==> config.mk <==
export PLATFORM = sky130hd
export DESIGN_NAME = regbank_wr_sched
export DESIGN_NICKNAME = d
export VERILOG_FILES = /design/src/rtl/regbank_wr_sched.sv
export SDC_FILE = /design/constraint.sdc
export NUM_CORES = 1
export LEC_CHECK = 0
export BUFFER_PORTS_ARGS = -buffer_cell sky130_fd_sc_hd__buf_4
export CORE_AREA = 2 2 221 223
export CTS_BUF_LIST = sky130_fd_sc_hd__clkbuf_4 sky130_fd_sc_hd__clkbuf_8
export DETAILED_ROUTE_END_ITERATION = 8
export DIE_AREA = 0 0 223 225
export HOLD_SLACK_MARGIN = 0.08
export PLACE_DENSITY = 0.45
export SETUP_SLACK_MARGIN = 0.15
export SLEW_MARGIN = 30
export SYNTH_ARGS = -nofsm -noshare
export SYNTH_HDL_FRONTEND = slang
export SYNTH_SLANG_ARGS = --single-unit
==> constraint.sdc <==
create_clock -name clock -period 4.6 [get_ports clock]
set_clock_uncertainty 0.15 [all_clocks]
set_input_delay 0.46 -clock clock [delete_from_list [all_inputs] [get_ports clock]]
set_output_delay 0.46 -clock clock [all_outputs]
set_load 0.05 [all_outputs]
==> src/rtl/regbank_wr_sched.sv <==
// Register-bank write-port scheduler: ALU (A) and load (B) writeback FIFOs share one
// registered write port round-robin; a per-register counter tracks writes still in flight.
module regbank_wr_sched #(
   parameter int unsigned AW      = 5,
   parameter int unsigned DW      = 32,
   parameter int unsigned DEPTH   = 2,
   parameter bit          DROP_R0 = 1'b1
) (
   input  logic          clock,
   input  logic          rst,
   input  logic          a_valid,
   output logic          a_ready,
   input  logic [AW-1:0] a_addr,
   input  logic [DW-1:0] a_data,
   input  logic          b_valid,
   output logic          b_ready,
   input  logic [AW-1:0] b_addr,
   input  logic [DW-1:0] b_data,
   output logic          RgW,
   output logic [AW-1:0] wrA,
   output logic [DW-1:0] wrD,
   input  logic [AW-1:0] qA,
   input  logic [AW-1:0] qB,
   output logic          pendA,
   output logic          pendB,
   output logic          idle
);
   localparam int unsigned PW   = $clog2(DEPTH);
   localparam int unsigned PTRW = PW + 1;
   localparam int unsigned NREG = 1 << AW;
   localparam int unsigned CW   = $clog2(2*DEPTH+2);

   typedef enum logic {FAV_A, FAV_B} fav_e;

   logic [AW-1:0]   a_addr_mem [DEPTH];
   logic [DW-1:0]   a_data_mem [DEPTH];
   logic [AW-1:0]   b_addr_mem [DEPTH];
   logic [DW-1:0]   b_data_mem [DEPTH];
   logic [PTRW-1:0] a_wp_q, a_rp_q, b_wp_q, b_rp_q;
   logic            a_empty, a_full, b_empty, b_full;
   logic            a_store, b_store, a_pop, b_pop;
   fav_e            fav_q, fav_d;
   logic            rgw_q;
   logic [AW-1:0]   wra_q;
   logic [DW-1:0]   wrd_q;
   logic [CW-1:0]   cnt_q [NREG];
   logic [CW-1:0]   cnt_d [NREG];

   // Extra pointer MSB separates full (wrap bits differ) from empty (pointers equal).
   always_comb begin
      a_empty = (a_wp_q == a_rp_q);
      b_empty = (b_wp_q == b_rp_q);
      a_full  = (a_wp_q[PW-1:0] == a_rp_q[PW-1:0]) && (a_wp_q[PW] != a_rp_q[PW]);
      b_full  = (b_wp_q[PW-1:0] == b_rp_q[PW-1:0]) && (b_wp_q[PW] != b_rp_q[PW]);
      a_ready = rst && !a_full;
      b_ready = rst && !b_full;
      a_store = a_valid && a_ready && !(DROP_R0 && (a_addr == '0));
      b_store = b_valid && b_ready && !(DROP_R0 && (b_addr == '0));
   end

   always_comb begin
      a_pop = 1'b0;
      b_pop = 1'b0;
      fav_d = fav_q;
      if (!a_empty && !b_empty) begin
         if (fav_q == FAV_A) begin
            a_pop = 1'b1;
            fav_d = FAV_B;
         end else begin
            b_pop = 1'b1;
            fav_d = FAV_A;
         end
      end else if (!a_empty) begin
         a_pop = 1'b1;
      end else if (!b_empty) begin
         b_pop = 1'b1;
      end
   end

   always_ff @(posedge clock) begin
      if (a_store) begin
         a_addr_mem[a_wp_q[PW-1:0]] <= a_addr;
         a_data_mem[a_wp_q[PW-1:0]] <= a_data;
      end
      if (b_store) begin
         b_addr_mem[b_wp_q[PW-1:0]] <= b_addr;
         b_data_mem[b_wp_q[PW-1:0]] <= b_data;
      end
   end

   always_ff @(posedge clock or negedge rst) begin
      if (!rst) begin
         a_wp_q <= '0;
         a_rp_q <= '0;
         b_wp_q <= '0;
         b_rp_q <= '0;
         fav_q  <= FAV_A;
         rgw_q  <= 1'b0;
         wra_q  <= '0;
         wrd_q  <= '0;
      end else begin
         if (a_store) a_wp_q <= a_wp_q + PTRW'(1);
         if (b_store) b_wp_q <= b_wp_q + PTRW'(1);
         if (a_pop)   a_rp_q <= a_rp_q + PTRW'(1);
         if (b_pop)   b_rp_q <= b_rp_q + PTRW'(1);
         fav_q <= fav_d;
         rgw_q <= a_pop || b_pop;
         if (a_pop) begin
            wra_q <= a_addr_mem[a_rp_q[PW-1:0]];
            wrd_q <= a_data_mem[a_rp_q[PW-1:0]];
         end else if (b_pop) begin
            wra_q <= b_addr_mem[b_rp_q[PW-1:0]];
            wrd_q <= b_data_mem[b_rp_q[PW-1:0]];
         end
      end
   end

   // Count drops on the commit edge, i.e. while the popped write is presented on RgW.
   always_comb begin
      for (int unsigned r = 0; r < NREG; r++) begin
         cnt_d[r] = cnt_q[r]
                  + CW'(a_store && (a_addr == AW'(r)))
                  + CW'(b_store && (b_addr == AW'(r)))
                  - CW'(rgw_q && (wra_q == AW'(r)));
      end
   end

   always_ff @(posedge clock or negedge rst) begin
      if (!rst) begin
         for (int unsigned r = 0; r < NREG; r++) cnt_q[r] <= '0;
      end else begin
         cnt_q <= cnt_d;
      end
   end

   assign RgW   = rgw_q;
   assign wrA   = wra_q;
   assign wrD   = wrd_q;
   assign pendA = (cnt_q[qA] != '0);
   assign pendB = (cnt_q[qB] != '0);
   assign idle  = a_empty && b_empty && !rgw_q;

endmodule

Word-level counts from Yosys, hierarchy flattened
Memory sizes are Yosys's and may differ from the RTL's.
Cells that the tools add are included.
W data, S select, Z words.
{ "classes": {"n_eq_ne": 99, "n_addsub": 100, "shifts": 0, "n_bitwise": 2, "n_div": 0, "reduce_logical": 121, "multipliers": 0, "n_mux": 21, "magnitude_cmp": 2} }
{ "op_table": {"columns": ["op", "count"], "rows": [
  ["$eq A5 B5 Y1 const B", 48],
  ["$add A3 B1 Y3", 64],
  ["$eq A5 B4 Y1 const B", 24],
  ["$logic_and A1 B1 Y1", 107],
  ["$sub A3 B1 Y3", 32],
  ["$mux W32", 2],
  ["$eq A5 B3 Y1 const B", 12],
  ["$bmux W3 S5", 2],
  ["$eq A5 B2 Y1 const B", 6],
  ["$eq A5 B1 Y1 const B", 3],
  ["$logic_not A5 Y1", 3],
  ["$ge A6 B6 Y1 const B", 2],
  ["$mux W3", 4],
  ["$not A5 Y6", 2],
  ["$mux W1", 11],
  ["$mux W5", 2],
  ["$add A2 B1 Y2 const B", 4],
  ["$logic_not A1 Y1", 7],
  ["$reduce_bool A3 Y1", 2],
  ["$eq A2 B2 Y1", 2],
  ["$eq A1 B1 Y1", 2],
  ["$ne A1 B1 Y1", 2],
  ["$reduce_bool A2 Y1", 1],
  ["$logic_or A1 B1 Y1", 1]
]} }
{ "totals": {"inputBits": 88, "memories": 4, "ff_bits": 143, "rom_bits": 0, "mem_bits_rw": 148, "latchBits": 0} }
{ "mem_list": {"columns": ["memory", "depth", "word_bits", "rd", "rd_ports_with_merged_regs", "wr", "line_no", "source"], "rows": [
  ["a_data_mem", 2, 32, 1, 0, 1, "36", "logic [DW-1:0] a_data_mem [DEPTH];"],
  ["b_data_mem", 2, 32, 1, 0, 1, "38", "logic [DW-1:0] b_data_mem [DEPTH];"],
  ["a_addr_mem", 2, 5, 1, 0, 1, "35", "logic [AW-1:0] a_addr_mem [DEPTH];"],
  ["b_addr_mem", 2, 5, 1, 0, 1, "37", "logic [AW-1:0] b_addr_mem [DEPTH];"]
]} }

Longest topological paths before layout
{ "depth": {"ltp_word": 10, "ltp_mapped": 12} }

Worst setup path after synthesis
Ideal clock, no wire load.
{ "synth_path": {"path_kind": "register to register", "start": "reg b_rp_q[0]", "end": "mem b_addr_mem[0][0], enable pin", "setup_ps": 477, "required_time_ps": 3973, "stages_incl_launch_ff": 5, "arrival_ps": 3469, "setup_slack_ps": 504, "path_cell_list": "dfrtp_1 > clkbuf_1 > xor2_1 > o211ai_1 > nor3_1"} }
{ "synth_via": {"elab_chain_len": 8} }
{ "synth_rtl": {"columns": ["element", "line_no", "source"], "rows": [
  ["from (decl)", "39", "logic [PTRW-1:0] a_wp_q, a_rp_q, b_wp_q, b_rp_q;"],
  ["from (signal assigned)", "105", "if (b_pop) b_rp_q <= b_rp_q + PTRW'(1);"],
  ["$eq A1 B1 Y1", "54", "b_full = (b_wp_q[PW-1:0] == b_rp_q[PW-1:0]) && (b_wp_q[PW] != b_rp_q[PW]);"],
  ["$logic_and A1 B1 Y1", "54", null],
  ["$logic_not A1 Y1", "56", "b_ready = rst && !b_full;"],
  ["$logic_and A1 B1 Y1", "56", null],
  ["$logic_and A1 B1 Y1 (2 in series)", "58", "b_store = b_valid && b_ready && !(DROP_R0 && (b_addr == '0));"],
  ["$mux W1", "85", "if (b_store) begin"],
  ["$mux W1 (implied by the code)", "86", "b_addr_mem[b_wp_q[PW-1:0]] <= b_addr;"],
  ["to (decl)", "37", null]
]} }
No other way between the ends.

==> results.tsv <==
metric	value	unit
final-hold-violation-count	0	
maxSlewViolCount	0	
place_hpwl	26100	um
diodes	0	
firstDrtPassIters	4	
die_h	225	um
ys_seq_area_frac	0.563	
nets	1546	
endpoint_kind	flop	
cts_root_buffer	clkbuf_8	
wirelength	38900	um
io_pins	131	
outcome	completed	
power.density	706	nW/um2
reg2reg_to	cnt_q[44]$_DFF_PN0_	
p_total	12.7	mW
cp_top_family	adder cells	
dieArea	50200	um2
overflow	0	
synth-async-reset-ratio	0.491	
multi_input_area	5650	um2
hold_path.class	primary input to asynchronous set/reset pin	
synth_flop_cell	edfxtp_1	
floorplan.initialDensity	0.300	
critPathMostFrequentCell	fa_1	
insertion_delay	0.65	ns
die_x	223	um
crit_type	primary input to flop	
path_max_fanout	28	
grt_usage	0.159	
reg2reg_depth	11	
peakVddDrop	0.000450	V
cpMaxStageDelayCell	dlygate4sd3_1	
place_congestion	0.822	
drt_drc_violations_left	0	
fmax	293	MHz
io_buffer_count	130	
p_leak	7.34	nW
register_area	8030	um2
syn_inst	1135	
maxSlewHeadroom	0.348	
core	47500	um2
final.setup.tns	0	ns
cts-resized-gates	0	
grt_start_max_net_pins	49	
ys.warnings.count	0	
cts_tree	done	
slowest_delay	0.55	ns
critPathRequiredTime	4.95	ns
wl_per_cell	19.2	um
cts_buffers	55	
yosys.area.top_type	edfxtp_1	
antenna_found_initial	0	
h-tree-depth	2	
netlist_area	14300	um2
grt_pass1_wl	60500	um
start_kind	primary input	
setup_viol	0	
fin_crit	3.41	ns
syn_area_per_cell	12.6	um2
clkSlewWorstSetupHoldPaths	0.06	ns
layout-drive-gt1-share	0.217	
viasPerCell	4.72	
area_growth	26.0	%
cap_viol_max_count	0	
r2r_slack	1.19	ns
antenna_left	0	
vias	9547	
synth_most_common_cell	edfxtp_1	
synth-edff-count	148	
tightest_slew	0.975	ns
r2r-start	a_rp_q[0]$_DFFE_PN0N_	
clockBufferDepth	3	
synth_seq_cells	291	
synth_top_area_share	0.312	
syn_nets	1319	
rsz0062_at_grt	no	
drt_iter0_drc	627	
fillCellCount	4571	
netlist-cell-type-count	56	
synth_common_cells	edfxtp_1 (148), dfrtp_1 (143), inv_1 (103)	
clkSinkCount	291	
period_share	0.741	
crit_chain	dlygate4sd3_1 -> buf_6 -> a21boi_1 -> nand3_1 -> nor2_1 -> nand2_1 -> ha_1 -> inv_1 -> fa_1 -> fa_1 -> xor2_1 -> xnor2_1	
cp.arrival	3.76	ns
synthTopCellsByArea	edfxtp_1 (31%), dfrtp_1 (25%), fa_1 (9.0%), xnor2_1 (3.1%), mux2_2 (3.0%)	
path_buf_inv	3	
first_global_vias	10200	
rows	80	
state kept, by name, summed over array words and instances, names as in the netlist:
| name | flops |
|---|---|
| cnt_q | 96 |
| a_data_mem | 64 |
| b_data_mem | 64 |
| wrD | 32 |
| a_addr_mem | 10 |
| b_addr_mem | 10 |
| wrA | 5 |
| a_rp_q | 2 |
| a_wp_q | 2 |
| b_rp_q | 2 |
| b_wp_q | 2 |
| RgW | 1 |
| fav_q | 1 |
stage by stage:
step                utilization  instances  cell area, um2  hold slack (ns)  setup slack [ns]
detailed placement        0.335       1845           15900            0.219              1.11
global route              0.378       2021           18000            0.112             0.942
global placement          0.335       1844           15900            0.216              1.14
CTS                       0.378       2021           18000           0.0816              1.17
finish                    0.378       2021           18000            0.119              1.19
floorplan                     -       1135           14300           0.0144             0.504
cells in the final DEF, fill, tap and decap left out, types with 3 or more instances in the layout:
cell type	instances
edfxtp_1	148
buf_4	142
dfrtp_1	141
inv_1	103
nand2_1	82
nor2_1	75
dlygate4sd3_1	75
fa_1	64
clkbuf_8	62
xnor2_1	51
a21oi_1	47
nor3_1	42
o21ai_0	40
mux2_2	38
o22ai_1	38
mux2i_1	38
ha_1	32
xor2_1	30
clkinv_2	16
nand2b_1	12
nor4_1	8
mux4_2	8
clkbuf_4	8
or3_1	7
a211oi_1	7
bufinv_16	7
nand3_1	5
or2_2	5
or4_1	5
a2111oi_0	5
a31oi_1	4
clkinv_1	4
inv_2	3
cell families (layout without fill, tap and decap cells):
| family | Yosys count | in the layout | synth area share |
|---|---|---|---|
| AOI/OAI and AO/OA | 161 | 161 | 0.0674 |
| xor gates and xnor gates | 81 | 81 | 0.0498 |
| adders and majority gates | 96 | 96 | 0.118 |
| buffers and inverters | 155 | 426 | 0.0437 |
| DFF | 291 | 291 | 0.563 |
| muxes | 86 | 86 | 0.0730 |
| other | 2 | 2 | 0.000527 |
| and+or+nand+nor | 263 | 263 | 0.0848 |
area by class of cell:
class | count | share of cell area
sequential | 291 | 0.447
multi-input combinational | 689 | 0.314
timing repair buffer | 219 | 0.103
clock buffer | 70 | 0.0508
tap | 615 | 0.0428
inverter | 106 | 0.0221
clock inverter | 31 | 0.0196
where the power goes:
group	leakage [nW]	switching, mW	total (mW)	internal [mW]
logic	3.67	3.25	5.28	2.04
clock network	0.665	1.18	2.89	1.71
registers	3.00	0.799	4.51	3.71
how the worst max path moves through the flow:
stage	cells past startpoint	endpoint	startpoint	slack, ns
3_3_place_gp	11	cnt_q[41]$_DFF_PN0_	rst	1.14
2_1_floorplan	4	b_addr_mem[0][0]$_DFFE_PP_	b_rp_q[0]$_DFFE_PN0P_	0.50
4_1_cts	6	pendB	cnt_q[4]$_DFF_PN0_	1.17
5_1_grt	11	cnt_q[2]$_DFF_PN0_	a_rp_q[0]$_DFFE_PN0N_	0.94
3_5_place_dp	11	cnt_q[41]$_DFF_PN0_	rst	1.11
6_report	12	cnt_q[44]$_DFF_PN0_	rst	1.19
per-layer routing:
metal | vias up | share of wire | GRT usage
li1 | 4419 | - | -
met1 | 4802 | 0.46 | 0.218
met2 | 259 | 0.46 | 0.249
met3 | 67 | 0.052 | 0.0347
met4 | 0 | 0.026 | 0.0556
met5 | - | 0 | 0
worst reg2reg max path, stage by stage, from the launching register on:
cell and delay, ns:
dfrtp_2 0.54, xnor2_1 0.20, a21boi_1 0.20, nand3_1 0.19, nor2_1 0.45, nand2_1 0.12, ha_1 0.32, inv_1 0.05
fa_1 0.40, fa_1 0.38, xor2_1 0.16, xnor2_1 0.12
what timing repair did:
item                                    CTS  global route
buffers inserted                          0             0
endpoints found under the hold margin   196             0
hold buffers                             75             0
endpoints found under the setup margin    0             0
Power figures use the tool's default switching activity.
